## config.mk

```make
export PLATFORM = sky130hd
export DESIGN_NAME = mem_port_arbiter
export DESIGN_NICKNAME = d
export VERILOG_FILES = /design/src/rtl/mem_port_arbiter.sv
export SDC_FILE = /design/constraint.sdc
export NUM_CORES = 1
export LEC_CHECK = 0
export CELL_PAD_IN_SITES_DETAIL_PLACEMENT = 1
export CELL_PAD_IN_SITES_GLOBAL_PLACEMENT = 2
export CORE_AREA = 2 2 214 216
export DETAILED_ROUTE_END_ITERATION = 6
export DIE_AREA = 0 0 216 218
export GPL_ROUTABILITY_DRIVEN = 0
export GPL_TIMING_DRIVEN = 1
export PLACE_DENSITY = 0.8
export SYNTH_ARGS = -nofsm -noshare
export SYNTH_HDL_FRONTEND = slang
export SYNTH_SLANG_ARGS = --single-unit
```

## constraint.sdc

```tcl
create_clock -name clock -period 3.6 [get_ports clock]
set_clock_uncertainty 0.15 [all_clocks]
set_input_delay 0.54 -clock clock [delete_from_list [all_inputs] [get_ports clock]]
set_output_delay 0.54 -clock clock [all_outputs]
set_load 0.01 [all_outputs]
```

## src/rtl/mem_port_arbiter.sv

```systemverilog
// mem_port_arbiter: shares one memory port between the instruction-fetch
// unit (IF) and the load/store unit (LS). Only one transaction is outstanding
// at a time, and each response goes back to the requester that issued it.
// LS has default priority. A starvation counter forces an IF win after
// STARVE_LIMIT consecutive LS wins over a waiting IF. A timeout turns a
// stalled memory response into an error completion.
module mem_port_arbiter #(
   parameter int ADDR_W         = 64,
   parameter int DATA_W         = 64,
   parameter int STARVE_LIMIT   = 4,
   parameter int TIMEOUT_CYCLES = 256
) (
   input  logic                clock,
   input  logic                reset,
   // instruction-fetch side
   input  logic                if_req_valid,
   output logic                if_req_ready,
   input  logic [ADDR_W-1:0]   if_req_addr,
   output logic                if_resp_valid,
   output logic [DATA_W-1:0]   if_resp_data,
   output logic                if_resp_err,
   // load/store side
   input  logic                ls_req_valid,
   output logic                ls_req_ready,
   input  logic [ADDR_W-1:0]   ls_req_addr,
   input  logic                ls_req_wen,
   input  logic [DATA_W-1:0]   ls_req_wdata,
   input  logic [DATA_W/8-1:0] ls_req_mask,
   output logic                ls_resp_valid,
   output logic [DATA_W-1:0]   ls_resp_data,
   output logic                ls_resp_err,
   // memory side
   output logic                mem_req_valid,
   input  logic                mem_req_ready,
   output logic [ADDR_W-1:0]   mem_req_addr,
   output logic                mem_req_wen,
   output logic [DATA_W-1:0]   mem_req_wdata,
   output logic [DATA_W/8-1:0] mem_req_mask,
   input  logic                mem_resp_valid,
   input  logic [DATA_W-1:0]   mem_resp_data
);

   localparam int SC_W  = $clog2(STARVE_LIMIT + 1);
   localparam int TMO_W = (TIMEOUT_CYCLES > 1) ? $clog2(TIMEOUT_CYCLES) : 1;
   localparam logic [SC_W-1:0]  SC_MAX   = SC_W'(STARVE_LIMIT);
   localparam logic [TMO_W-1:0] TMO_LAST = TMO_W'(TIMEOUT_CYCLES - 1);

   typedef enum logic [1:0] {
      ST_IDLE,
      ST_ISSUE,
      ST_WAIT
   } state_t;

   typedef enum logic {
      OWN_IF,
      OWN_LS
   } owner_t;

   state_t           state_q, state_d;
   owner_t           owner_q;
   logic [SC_W-1:0]  starve_q;
   logic [TMO_W-1:0] tmo_q;

   logic grant_if;
   logic grant_ls;
   logic resp_fire;
   logic resp_err;
   logic tmo_hit;

   // State register. Reset is synchronous: it only takes effect at a clock edge.
   // NOTE: sequential state uses non-blocking assignments so that every flop
   // samples the pre-edge values, whatever order the blocks are evaluated in.
   always_ff @(posedge clock) begin
      if (!reset) state_q <= ST_IDLE;
      else        state_q <= state_d;
   end

   // Arbitration, next-state logic, and the combinational handshake and response outputs.
   // NOTE: every signal gets a default at the top of the block. If a branch
   // left one unassigned, synthesis would infer a latch.
   always_comb begin
      state_d       = state_q;
      grant_if      = 1'b0;
      grant_ls      = 1'b0;
      resp_fire     = 1'b0;
      resp_err      = 1'b0;
      tmo_hit       = 1'b0;
      if_req_ready  = 1'b0;
      ls_req_ready  = 1'b0;
      if_resp_valid = 1'b0;
      if_resp_data  = '0;
      if_resp_err   = 1'b0;
      ls_resp_valid = 1'b0;
      ls_resp_data  = '0;
      ls_resp_err   = 1'b0;
      mem_req_valid = 1'b0;

      case (state_q)
         ST_IDLE: begin
            // LS wins a tie unless IF has already lost STARVE_LIMIT times in a row
            grant_ls = ls_req_valid && !(if_req_valid && (starve_q == SC_MAX));
            grant_if = if_req_valid && !grant_ls;
            if (grant_ls || grant_if) state_d = ST_ISSUE;
         end
         ST_ISSUE: begin
            mem_req_valid = 1'b1;
            if (mem_req_ready) state_d = ST_WAIT;
         end
         ST_WAIT: begin
            tmo_hit = (tmo_q == TMO_LAST);
            if (mem_resp_valid) begin
               resp_fire = 1'b1;
               state_d   = ST_IDLE;
            end else if (tmo_hit) begin
               resp_fire = 1'b1;
               resp_err  = 1'b1;
               state_d   = ST_IDLE;
            end
         end
         default: state_d = ST_IDLE;
      endcase

      // While reset is asserted the interface stays quiet, so an in-flight
      // transaction is dropped and no requester sees a false accept.
      if (reset) begin
         if_req_ready  = grant_if;
         ls_req_ready  = grant_ls;
         mem_req_valid = (state_q == ST_ISSUE);
         if (resp_fire) begin
            if (owner_q == OWN_IF) begin
               if_resp_valid = 1'b1;
               if_resp_err   = resp_err;
               if_resp_data  = resp_err ? '0 : mem_resp_data;
            end else begin
               ls_resp_valid = 1'b1;
               ls_resp_err   = resp_err;
               ls_resp_data  = resp_err ? '0 : mem_resp_data;
            end
         end
      end
   end

   // Owner, starvation and timeout counters.
   always_ff @(posedge clock) begin
      if (!reset) begin
         owner_q  <= OWN_IF;
         starve_q <= '0;
         tmo_q    <= '0;
      end else begin
         if (grant_ls) begin
            owner_q <= OWN_LS;
            // count only the LS wins that kept a waiting IF out
            if (if_req_valid && (starve_q != SC_MAX)) starve_q <= starve_q + SC_W'(1);
         end else if (grant_if) begin
            owner_q  <= OWN_IF;
            starve_q <= '0;
         end

         if (state_q == ST_ISSUE)                    tmo_q <= '0;
         else if ((state_q == ST_WAIT) && !resp_fire) tmo_q <= tmo_q + TMO_W'(1);
      end
   end

   // Registered memory payload. It is loaded on grant, held through ISSUE and
   // WAIT, and cleared when the transaction completes so an idle port reads 0.
   always_ff @(posedge clock) begin
      if (!reset) begin
         mem_req_addr  <= '0;
         mem_req_wen   <= 1'b0;
         mem_req_wdata <= '0;
         mem_req_mask  <= '0;
      end else if (grant_ls) begin
         mem_req_addr  <= ls_req_addr;
         mem_req_wen   <= ls_req_wen;
         mem_req_wdata <= ls_req_wdata;
         mem_req_mask  <= ls_req_mask;
      end else if (grant_if) begin
         mem_req_addr  <= if_req_addr;
         mem_req_wen   <= 1'b0;
         mem_req_wdata <= '0;
         mem_req_mask  <= '1;
      end else if (resp_fire) begin
         mem_req_addr  <= '0;
         mem_req_wen   <= 1'b0;
         mem_req_wdata <= '0;
         mem_req_mask  <= '0;
      end
   end

endmodule

```

# --- After elaboration in Yosys (flattened, before gate mapping) ---
# Cells that the tools add are included.
# W data, S select, Z words.
totals:
  regBits: 151
  input_bits: 271
  out_inout_bits: 272
  wordCells: 86
classes:
  addsub: 2
  eq_ne: 9
  mux: 51
  bitwise_logic: 1
  reduce_logical: 15
op_table:
  columns: ["operator", "n"]
  rows:
  - ["$mux W64", 12]
  - ["$mux W1", 28]
  - ["$mux W8", 3]
  - ["$mux W3", 3]
  - ["$add A8 B1 Y8 const B", 1]
  - ["$eq A8 B8 Y1 const B", 1]
  - ["$mux W2", 4]
  - ["$ne A3 B3 Y1 const B", 2]
  - ["$pmux W2 S3", 1]
  - ["$logic_and A1 B1 Y1", 5]
  - ["$ne A2 B2 Y1 const B", 2]
  - ["$add A3 B1 Y3 const B", 1]
  - ["$eq A3 B3 Y1 const B", 1]
  - ["$logic_not A1 Y1", 3]
  - ["$reduce_and A3 Y1", 1]
  - ["$reduce_bool A3 Y1", 1]
  - ["$eq A2 B1 Y1 const B", 1]
  - ["$eq A2 B2 Y1 const B", 1]
  - ["$logic_not A2 Y1", 1]
  - ["$ne A2 B1 Y1 const B", 1]
  - ["$reduce_and A2 Y1", 1]
  - ["$reduce_bool A2 Y1", 1]
  - ["$reduce_or A2 Y1", 1]
  - ["$logic_or A1 B1 Y1", 1]
  - ["$not A1 Y1", 1]

# --- Logic depth before layout (Yosys ltp) ---
logic_depth:
  ltp_word: 9
  depth_mapped: 8
  mapped_depth_nobuf: 6

# --- Least setup slack after synthesis ---
# OpenSTA, ideal clock, no wires.
synth_timing:
  path_kind: "reg2out"
  startpoint: "register tmo_q[0]"
  endpoint: "output port ls_resp_data[55]"
  t_arrival_ns: 1.621
  required_time_ns: 2.910
  slack_ns: 1.289
  path_stages_with_launch: 7
  n_path_buf: 2
  path_cell_list: "dfxtp_1 -> ha_1 -> and3_1 -> nand3_1 -> clkbuf_1 -> clkbuf_1 -> and3_1"
synth_via:
  elab_chain_len: 8
  elab_cells_between_ends: 10
  cone_classes: "eq/ne: 1; mux: 9"
synth_lines:
  columns: ["element", "line", "source"]
  rows:
  - ["start: declaration", "62", "logic [TMO_W-1:0] tmo_q;"]
  - ["start signal: assignment", "160", "else if ((state_q == ST_WAIT) && !resp_fire) tmo_q <= tmo_q + TMO_W'(1);"]
  - ["$eq A8 B8 Y1 *", "110", "tmo_hit = (tmo_q == TMO_LAST);"]
  - ["$mux W1 *", "114", "end else if (tmo_hit) begin"]
  - ["$mux W1", "111", "if (mem_resp_valid) begin"]
  - ["$mux W1", "98", "case (state_q)"]
  - ["$mux W64", "137", "ls_resp_data = resp_err ? '0 : mem_resp_data;"]
  - ["$mux W64", "130", "if (owner_q == OWN_IF) begin"]
  - ["$mux W64 *", "129", "if (resp_fire) begin"]
  - ["$mux W64 *", "125", "if (reset) begin"]
  - ["end: declaration", "30", "output logic [DATA_W-1:0] ls_resp_data,"]
# Every way passes the cells marked *; elsewhere a longest branch is shown, timed or not.

# --- Worst setup path after layout ---
layout_timing:
  startpoint: "register tmo_q[0]"
  endpoint: "output port if_resp_data[45]"
layout_via:
  elab_chain_len: 8
  elab_cells_between_ends: 10
  cone_classes: "eq/ne: 1; mux: 9"
layout_lines:
  columns: ["element", "line", "source"]
  rows:
  - ["$eq A8 B8 Y1 *", "110", null]
  - ["$mux W1 *", "114", null]
  - ["$mux W1", "111", null]
  - ["$mux W1", "98", null]
  - ["$mux W64", "133", "if_resp_data = resp_err ? '0 : mem_resp_data;"]
  - ["$mux W64", "130", null]
  - ["$mux W64 *", "129", null]
  - ["$mux W64 *", "125", null]
  - ["end: declaration", "20", "output logic [DATA_W-1:0] if_resp_data,"]
# Marked as above.

==> results_dict.tcl <==
set metrics [dict create \
    cp.arrival_ns 2.79 \
    clock_power_share 0.375 \
    tns_ns 0 \
    wl_um 33800 \
    status "finished, final reports clean" \
    die_y_um 218 \
    drtAntennaViolNets 0 \
    p_seq_frac 0.397 \
    rrSetupSlack_ns 1.24 \
    grt_antenna_before_repair 2 \
    vias_per_cell 4.26 \
    nFillCells 5144 \
    fin_crit_sh 0.966 \
    drive_above_1_share 0.0549 \
    dieArea_um2 47100 \
    setup_viol 0 \
    core_um2 44900 \
    reg2reg_from "state_q[1]$_SDFFE_PN0P_" \
    cp-start-kind "register" \
    layout_common_cells "540 x clkdlybuf4s50_1, 151 x dfxtp_1, 130 x and3_1" \
    cts-htree-levels 4 \
    row_count 78 \
    drv_slew 0 \
    drc 0 \
    syn-cell-area_um2 6670 \
    cp_max_fo 32 \
    cts_buffer_depth 2 \
    yosys_register_bits 151 \
    rr_worst_depth 5 \
    vdd_drop_max_uv 290 \
    portBuffers 542 \
    p_leak_uw 0.00521 \
    fin_ws_ns 0.123 \
    grt.total_usage 0.134 \
    first_pass_iters 4 \
    critPathRequiredTime_ns 2.91 \
    syn2layout_area_growth_pct 99.8 \
    cts-buffers-inserted 17 \
    clk_pin_slew_ns 0.06 \
    hold_path.class "register to register" \
    hold_path_depth 2 \
    fin_nets 1483 \
    grt_pass1_vias 7780 \
    hpwlAfterDp_um 25200 \
    yosysSeqAreaShare 0.453 \
    grt_pass1_wl_um 48300 \
    finalHoldViolations 0 \
    r2r-end "mem_req_addr[1]$_SDFFE_PN0P_" \
    synth_nets 981 \
    io_pins 543 \
    syn_inst 707 \
    yosysTopAreaCell "dfxtp_1" \
    floorplan.initialDensity 0.149 \
    cts-root-buf "clkbuf_16" \
    p_comb_frac 0.228 \
    dp.cells 1783 \
    place_area_um2 12700 \
    synth-warning-count 0 \
    max_slew_margin 0.445 \
    final_common_cell "clkdlybuf4s50_1" \
    powerDensity_nw_per_um2 355 \
    avgSynthCellArea_um2 9.43 \
    grt_remaining_overflow 0 \
    p_switching_uw 1310 \
    wl_per_cell_um 18.5 \
    synth_cell_types 40 \
    drtIter0Drc 362 \
    tightest_slew_ns 0.833 \
    die-width_um 216 \
    fin_hold_ws_ns 0.320 \
    grt_max_degree 74 \
    synth_top_area_frac 0.453 \
    instances_no_fill 1822 \
    path_class "register to output pin" \
    cap_violations 0 \
    p_int_uw 3420 \
    stdcell_area_um2 13300 \
    max_clock_freq_mhz 288 \
    tritoncts "yes" \
    insertion_delay_ns 0.45 \
    hp-start "mem_req_addr[61]$_SDFFE_PN0P_" \
    vias 7769 \
    synthTopCellsByArea "dfxtp_1 45%, and3_1 12%, a22o_1 8.5%, a22oi_1 7.2%, o21ai_0 5.0%" \
    endpoint_kind "output pin" \
    p_sw_frac 0.277 \
    dp_slack_ns 0.250 \
    fin_crit_ns 3.48 \
    whs_endpoint "mem_req_addr[61]$_SDFFE_PN0P_" \
    cts_sinks 151 \
]
-- power by group through the flow --
stage	logic (µW)	registers, µW	clock network [µW]
6_report	1080	1880	1770
3_5_place_dp	1090	1910	0
4_1_cts	1100	1880	1850
5_1_grt	1160	1890	1910
3_3_place_gp	1080	1910	0
2_1_floorplan	317	1960	0
-- cells by family after synthesis --
| logic type | after synthesis | share of synthesized area |
|---|---|---|
| AO/OA/AOI/OAI | 283 | 0.308 |
| AND/OR/NAND/NOR | 181 | 0.165 |
| flip-flops | 151 | 0.453 |
| buffers and inverters | 84 | 0.0613 |
| XOR/XNOR | 3 | 0.00394 |
| adder cells (fa/ha/maj) | 3 | 0.00563 |
| multiplexers | 2 | 0.00300 |
-- state kept, by name, indices dropped and copies added, names as in the netlist --
| signal | count |
|---|---|
| mem_req_addr | 64 |
| mem_req_mask | 8 |
| mem_req_wdata | 64 |
| mem_req_wen | 1 |
| owner_q | 1 |
| starve_q | 3 |
| state_q | 2 |
| tmo_q | 8 |
-- synthesized netlist by cell type (all sizes together) --
library cell / number
a22o: 65
nor4: 1
xor2: 3
ha: 3
or4: 1
nand3: 7
o21bai: 2
nor3: 3
and2: 4
a221o: 8
nor3b: 1
mux2i: 2
dfxtp: 151
nor2: 9
and4b: 1
nand2b: 3
nor2b: 1
inv: 3
o21a: 1
a21oi: 5
buf: 47
nand2: 10
and4: 1
and3: 132
nand4: 5
or2: 1
a22oi: 64
a221oi: 1
o21ai: 67
a32o: 1
or3b: 1
o2111ai: 1
a21boi: 67
clkbuf: 34
o211ai: 1
-- stage by stage --
stage	total power, µW	utilization
final	4730	0.297
after global routing	4960	0.297
after CTS	4830	0.295
after detailed placement	3000	0.282
after global placement	2980	0.282
after floorplan	2280	-
-- worst max-delay path: stages, from the launching register on --
cell             delay (ns)
dfxtp_1                0.41
ha_4                   0.20
and3_2                 0.25
a21oi_1                0.14
nor3_2                 0.20
buf_4                  0.15
buf_6                  0.23
and3_1                 0.20
clkdlybuf4s50_1        0.54
-- per-layer routing --
layer / wire length (µm) / up-vias / GRT usage
li1: - / 3672 / -
met1: 12600 / 3701 / 0.141
met3: 2600 / 49 / 0.0421
met5: 0 / - / 0
met2: 17600 / 347 / 0.245
met4: 900 / 0 / 0.0539
-- cell type report --
cell class	instances	area (µm²)	share of cell area
Antenna cell	1	2.50	0.000188
Clock buffer	19	453	0.0340
Clock inverter	12	118	0.00882
Inverter	3	11.3	0.000845
Multi-Input combinational cell	472	3310	0.248
Sequential cell	151	3020	0.227
Tap cell	600	751	0.0563
Timing Repair Buffer	564	5660	0.425
-- what timing repair did --
item,CTS,global route
setup endpoints to repair,0,129
hold buffers,0,0
setup buffers,0,4
resized for setup,0,7
-- how the worst max path moves through the flow --
stage / startpoint / end / slack [ns]
2_1_floorplan: tmo_q[0]$_SDFFE_PP0P_ / ls_resp_data[55] / 1.29
3_3_place_gp: mem_resp_valid / if_resp_data[41] / 0.33
3_5_place_dp: mem_resp_valid / if_resp_data[45] / 0.25
4_1_cts: tmo_q[0]$_SDFFE_PP0P_ / ls_resp_data[50] / 0.009
5_1_grt: tmo_q[0]$_SDFFE_PP0P_ / if_resp_data[52] / -0.005
6_report: tmo_q[0]$_SDFFE_PP0P_ / if_resp_data[45] / 0.12
Power figures use the tool's default switching activity.
